===== config.mk =====
export PLATFORM = sky130hd
export DESIGN_NAME = reg_file_scoreboard
export DESIGN_NICKNAME = d
export VERILOG_FILES = /design/src/rtl/reg_file_scoreboard.sv
export SDC_FILE = /design/constraint.sdc
export NUM_CORES = 1
export LEC_CHECK = 0
export BUFFER_PORTS_ARGS = -buffer_cell sky130_fd_sc_hd__clkbuf_2
export CORE_MARGIN = 4
export CORE_UTILIZATION = 56
export DETAILED_ROUTE_END_ITERATION = 12
export PLACE_DENSITY = 0.88
export SYNTH_ARGS = -nofsm -noshare
export SYNTH_HDL_FRONTEND = slang
export SYNTH_SLANG_ARGS = --single-unit

===== constraint.sdc =====
create_clock -name clock -period 2.9 [get_ports clock]
set_input_delay 0.29 -clock clock [delete_from_list [all_inputs] [get_ports clock]]
set_output_delay 0.29 -clock clock [all_outputs]
set_load 0.005 [all_outputs]

===== src/rtl/reg_file_scoreboard.sv =====
// Register file with one writeback port, two write-first bypassed read ports
// and a per-register busy scoreboard; an init sweep zeroes the array after reset.
module reg_file_scoreboard #(
  parameter int DATA_W = 16,
  parameter int ADDR_W = 4
) (
  input  logic              clock,
  input  logic              reset,
  input  logic [ADDR_W-1:0] rs1,
  input  logic [ADDR_W-1:0] rs2,
  output logic [DATA_W-1:0] reg1,
  output logic [DATA_W-1:0] reg2,
  output logic              busy1,
  output logic              busy2,
  input  logic              wb_en,
  input  logic [ADDR_W-1:0] rd_wb,
  input  logic [DATA_W-1:0] wb_data,
  input  logic              issue_en,
  input  logic [ADDR_W-1:0] rd_issue,
  output logic              ready,
  output logic [ADDR_W:0]   pending
);

  localparam int NUM_REG = 2 ** ADDR_W;

  typedef enum logic {INIT, RUN} state_t;

  state_t              state_q, state_d;
  logic [ADDR_W-1:0]   ptr_q, ptr_d;
  logic [NUM_REG-1:0]  busy_q, busy_d;
  logic [ADDR_W:0]     pending_q, pending_d;
  logic [DATA_W-1:0]   regs_q [NUM_REG];

  logic                we;
  logic [ADDR_W-1:0]   waddr;
  logic [DATA_W-1:0]   wdata;
  logic                run;
  logic                wb_hit;
  logic                issue_hit;
  logic                inc;
  logic                dec;

  assign run       = (state_q == RUN);
  assign wb_hit    = run && wb_en && (rd_wb != '0);
  assign issue_hit = run && issue_en && (rd_issue != '0);

  always_comb begin
    state_d = state_q;
    ptr_d   = ptr_q;
    we      = 1'b0;
    waddr   = rd_wb;
    wdata   = wb_data;
    if (state_q == INIT) begin
      we    = 1'b1;
      waddr = ptr_q;
      wdata = '0;
      ptr_d = ptr_q + 1'b1;
      if (ptr_q == ADDR_W'(NUM_REG - 1)) state_d = RUN;
    end else begin
      we = wb_hit;
    end
  end

  // Issue is applied after writeback so a same-cycle new producer keeps the bit set.
  always_comb begin
    busy_d = busy_q;
    if (wb_hit)    busy_d[rd_wb]    = 1'b0;
    if (issue_hit) busy_d[rd_issue] = 1'b1;
    inc       = |(busy_d & ~busy_q);
    dec       = |(busy_q & ~busy_d);
    pending_d = pending_q + (ADDR_W + 1)'(inc) - (ADDR_W + 1)'(dec);
  end

  always_ff @(posedge clock) begin
    if (reset) begin
      state_q   <= INIT;
      ptr_q     <= '0;
      busy_q    <= '0;
      pending_q <= '0;
    end else begin
      state_q   <= state_d;
      ptr_q     <= ptr_d;
      busy_q    <= busy_d;
      pending_q <= pending_d;
    end
  end

  // Data array carries no reset so it can map onto RAM; the sweep clears it.
  always_ff @(posedge clock) begin
    if (!reset && we) regs_q[waddr] <= wdata;
  end

  function automatic logic [DATA_W:0] read_port(
    input logic [ADDR_W-1:0] rs,
    input logic [DATA_W-1:0] stored,
    input logic              stored_busy
  );
    logic [DATA_W:0] r;
    r = '0;
    if (run && rs != '0) begin
      if (wb_en && rd_wb == rs) begin
        r[DATA_W-1:0] = wb_data;
        r[DATA_W]     = (issue_en && rd_issue == rs) ? stored_busy : 1'b0;
      end else begin
        r = {stored_busy, stored};
      end
    end
    return r;
  endfunction

  always_comb begin
    {busy1, reg1} = read_port(rs1, regs_q[rs1], busy_q[rs1]);
    {busy2, reg2} = read_port(rs2, regs_q[rs2], busy_q[rs2]);
  end

  assign ready   = run;
  assign pending = pending_q;

endmodule


======== After elaboration in Yosys (flattened, before gate mapping) ========
Memories as Yosys holds them, arrays and structs flattened.
Cells that the tools add are included.
cells by class
  equal/unequal tests ..................... 5
  reductions and logical operators ........ 20
  $lt $le $gt $ge ......................... 6
  bitwise operators ....................... 7
  add/subtract/negate cells ............... 3
  muxes and demuxes ....................... 23
operator list
  kind                                                                                  number
  17-bit 2-to-1 mux                                                                     4
  16-bit bitwise AND                                                                    3
  16-bit 2-to-1 mux                                                                     3
  16-bit inverter                                                                       3
  16-bit OR reduction                                                                   2
  4-bit by 5-bit < comparator with 1-bit output (second input constant)                 4
  4-bit == test                                                                         4
  16-bit bitwise OR                                                                     1
  4-bit nonzero test                                                                    4
  1-bit logical AND                                                                     13
  1-bit 2-to-1 mux                                                                      11
  1-bit binary-select mux with 4-bit select                                             2
  1-bit demux with 4-bit select                                                         2
  4-bit by 1-bit greater-or-equal comparator with 1-bit output (second input constant)  2
  5-bit by 1-bit adder with 5-bit output                                                1
  5-bit by 1-bit subtractor with 5-bit output                                           1
  4-bit by 1-bit adder with 4-bit output (second input constant)                        1
  4-bit == test (second input constant)                                                 1
  4-bit 2-to-1 mux                                                                      1
  1-bit logical NOT                                                                     1
word-level totals
  input port bits ......................... 36
  register bits ........................... 26
  bits in writable memories ............... 256
  memories kept ........................... 1
memory list
  memory  words  bits a word  read ports  clocked after memory_dff  write ports  line  RTL
  regs_q  16     16           2           0                         1            32    logic [DATA_W-1:0] regs_q [NUM_REG];

======== Logic depth before layout (Yosys ltp) ========
  depth in word-level cells ............... 13
  gate-level depth with buffers ........... 15
  mapped depth without buffers ............ 13

======== Worst setup path before layout ========
OpenSTA, ideal clock, no wires.
  path type ............................... register to register
  from .................................... reg state_q, in the netlist ready
  to ...................................... reg pending_q[4], in the netlist pending[4]
  slack ................................... -220 ps
  path buffers ............................ 1
  data required time ...................... 2772 ps
  stages on the path, launching flop included .. 15
  clock period less this slack ............ 3120 ps
  arrival ................................. 2992 ps
  cell sequence ........................... dfxtp_1 -> buf_4 -> and4b_1 -> nand2_1 -> a32oi_1 -> nand3_1 -> or4_1 -> ha_1 -> inv_1 -> ha_1 -> fa_1 -> a21o_1 -> a21oi_1 -> xnor2_1 -> nor2_1
on the way
  longest elaborated chain between the ends .. 9
RTL lines
  what                                                                           line    RTL
  from (decl)                                                                    28      state_t state_q, state_d;
  from (signal assigned)                                                         81      state_q <= state_d;
  1-bit logical AND (2 in a row)                                                 44      assign wb_hit = run && wb_en && (rd_wb != '0);
  16-bit 2-to-1 mux                                                              67      if (wb_hit) busy_d[rd_wb] = 1'b0;
  16-bit bitwise OR (no line)                                                    n/a
  16-bit 2-to-1 mux *                                                            68      if (issue_hit) busy_d[rd_issue] = 1'b1;
  16-bit bitwise AND or 16-bit inverter (tied branches)                          69, 70
  16-bit OR reduction or 16-bit bitwise AND (tied branches)                      69, 70
  5-bit by 1-bit adder with 5-bit output or 16-bit OR reduction (tied branches)  71, 70
  5-bit by 1-bit subtractor with 5-bit output *                                  71      pending_d = pending_q + (ADDR_W + 1)'(inc) - (ADDR_W + 1)'(dec);
  to (signal assigned)                                                           84      pending_q <= pending_d;
  to (decl)                                                                      31      logic [ADDR_W:0] pending_q, pending_d;
Mark *: on every way between the ends. The rest lies on a longest branch, timed or not.
A chain may end at the register's enable or synchronous reset.

======== Worst setup path in the final report ========
Same ends and word-level chain as after synthesis.

==> results.ini <==
[worst_setup_path]
reg2reg_slack_ps = -210
critPathRequiredTime_ps = 3310
start_kind = flip-flop
r2r_cells = 13
cp_max_fo = 6
cp_cell_sequence = and4b_2 -> nand2_1 -> a32oi_1 -> nand3_1 -> or4_4 -> ha_4 -> inv_2 -> ha_4 -> fa_2 -> a21o_1 -> a21oi_2 -> xnor2_1 -> nor2_1
reg2reg_from = ready
endpoint_kind = flip-flop
crit_top_cell = ha_4
reg2reg_to = pending[4]
worstSetupPathType = reg2reg
slowest_stage = or4_4
critPathArrivalTime_ps = 3520
slowest_delay_ps = 510

[sta]
rsz0062_at_grt = yes
slew_headroom_pct = 54.5
final_max_slew_viol_count = 0
fmax_ghz = 0.322
hold_violations = 0
period_needed_ps = 3110
worst_pin_slew_ps = 683
finalCritPeriodShare_pct = 107
setup_viol = 2
clock_skew_ps = 20.8
fin_tns_setup_ps = -302
fin_ws_ps = -208

[cells_and_area]
diodes = 0
final_nets = 1264
drive_gt1_share_pct = 29.5
stdcell_count = 1572
syn2layout_area_growth_pct = 16.5

[clock_tree]
tritoncts = built
path_clk_slew_ps = 60
cts_max_path_buffers = 3
cts_hold_buffers = 0
cts_buffers = 28
htree_num_levels = 1
clock-sinks = 282
root_buffer = clkbuf_16
insertion_delay_ps = 570

[route]
routed_wl_mm = 43.2
vias = 10900
dr.pass1.iters = 6
wl_per_cell_um = 27.5
drc = 0
drt_iter0_markers = 1560
antenna_left = 0
routed_via_density = 6.92

[die]
die_y_um = 170
core_region_area_um2 = 25500
fp-row-count = 58
die_x_um = 170
dieArea_um2 = 28800
num_io_pins = 76
start_util_pct = 57.6

[worst_hold_path]
holdPathStages = 5
hold_start = rd_issue[3]
hold_class = in2reg
holdPathEnd = busy_q[5]

[logic_synthesis]
synth_top_area_share_pct = 52.4
yosys_warnings = 0
syn_nets = 1100
synth_area_um2 = 14700
synth_enable_flop_cells = 256
synth.distinct_cells = 61
syn_avg_cell_area_um2 = 13.9
synth-seq-cells = 282
synth.yosys.seq_area_share_pct = 56.0
synth.area.top_cells = edfxtp_1, mux4_2, mux2i_1, dfxtp_1, o22ai_1
syn_inst = 1057
ys.flop_type = edfxtp_1
yosys.area.top_type = edfxtp_1
async_flop_share_pct = 0

[run_status]
failed_checks = setup timing
status = complete, but fails checks

[global_route]
grt_pass1_wl_mm = 64.8
grt_max_degree = 35
grt_usage_pct = 29.4
grt_pass1_vias = 11100
overflow = 0
grt_antenna_before_repair = 0

[power]
p_per_area_nw_per_um2 = 525
ir_worst_vdd_mv = 0.480
power.leakage_nw = 6.39

[placed_design]
post-place-ws_ps = -285
routabilityCongestion = 0.933
dp.cells = 1518
port_buffers = 75
hpwl_mm = 28.5

[flow_run]
drv_cap = 0

## cells in the final DEF (no fill, tap or decap), types with 22 or more instances in the layout
cell,Yosys,layout
edfxtp_1,256,256
buf_4,16,139
mux2i_1,134,134
mux4_2,72,72
clkbuf_2,1,71
o22ai_1,69,69
nand2_1,59,56
nor3_1,42,42
a31oi_1,37,37
nor2_1,43,31
and3_1,31,31
o21bai_1,30,30
clkbuf_16,0,28
dfxtp_1,26,25
a21oi_1,24,22
## final cells by class
class	instances	area, µm²
tap	330	413
sequential	282	8210
fill	1662	8390
clock inverter	15	171
inverter	8	30.0
clock buffer	36	731
multi-input combinational	682	5970
timing repair buffer	219	1550
## routing by layer
metal  vias to the layer above  wire length [µm]  share of wire (%)  track usage (%)
li1                       4524                 -                  -                -
met1                      5318             15000                 35             38.1
met2                       847             21000                 49             47.8
met3                       183              5020                 12             6.16
met4                         0              2210                5.1             13.9
met5                         -                 0                  0                0
## where the power goes
| group | internal [mW] | switching (mW) |
|---|---|---|
| clock | 2.05 | 1.52 |
| combinational | 0.401 | 0.515 |
| sequential | 4.44 | 0.0421 |
| total | 6.89 | 2.08 |
## stage by stage
stage / util (%) / cell area, µm² / total power, mW / hold slack, ps
after detailed placement: 63.1 / 16100 / 5.45 / 469
after global routing: 67.1 / 17100 / 9.21 / 282
after global placement: 63.1 / 16100 / 5.42 / 455
final: 67.1 / 17100 / 8.97 / 259
after CTS: 66.8 / 17000 / 8.95 / 239
after floorplan: - / 14700 / 5.14 / 433
## logic make-up after synthesis
group / count (synthesis) / share of synthesized area (%)
flops: 282 / 56.0
simple gates: 245 / 8.79
mux: 206 / 20.2
compound gates: 202 / 9.09
buf+inv: 93 / 3.98
xor+xnor: 22 / 1.31
fa+ha+maj: 7 / 0.648
## worst max path at each step
stage	startpoint	endpoint	slack, ps	cells past startpoint
after global routing	ready	pending[4]	-300	13
after global placement	rd_wb[2]	pending[4]	-280	15
after detailed placement	rd_wb[2]	pending[4]	-280	15
final	ready	pending[4]	-210	13
after floorplan	rd_issue[0]	pending[4]	-4	14
after CTS	ready	pending[4]	-150	13
## worst max-delay path, delay by kind of cell (launching register included)
| kind | cells | cell delay (ps) |
|---|---|---|
| XOR/XNOR | 1 | 130 |
| adder cells (fa/ha/maj) | 3 | 790 |
| buffers and inverters | 1 | 30 |
| AO/OA/AOI/OAI | 3 | 510 |
| AND/OR/NAND/NOR | 5 | 1110 |
| flip-flops | 1 | 370 |
## cells in the mapped netlist, types with 4 or more instances
cell,n
edfxtp_1,256
mux2i_1,134
mux4_2,72
o22ai_1,69
nand2_1,59
nor2_1,43
nor3_1,42
a31oi_1,37
and3_1,31
buf_2,30
o21bai_1,30
dfxtp_1,26
a21oi_1,24
clkbuf_1,20
and2_1,16
buf_4,16
o21ai_0,16
nor2b_1,15
xor2_1,15
buf_6,13
inv_1,8
nand3_1,8
xnor2_1,7
ha_1,6
a21o_1,5
a211oi_1,4
nand2b_1,4
## flip-flops by register name, summed over array words and instances (netlist names)
| register | cells |
|---|---|
| busy_q | 16 |
| ptr_q | 4 |
| pending | 5 |
| ready | 1 |
| regs_q | 256 |
## timing repair
item	in CTS	in global routing
buffers inserted	1	2
resized for setup	5	10
setup endpoints to repair	2	4
hold endpoints to repair	0	0
pin swaps	4	12
(Power assumes the default switching activity.)
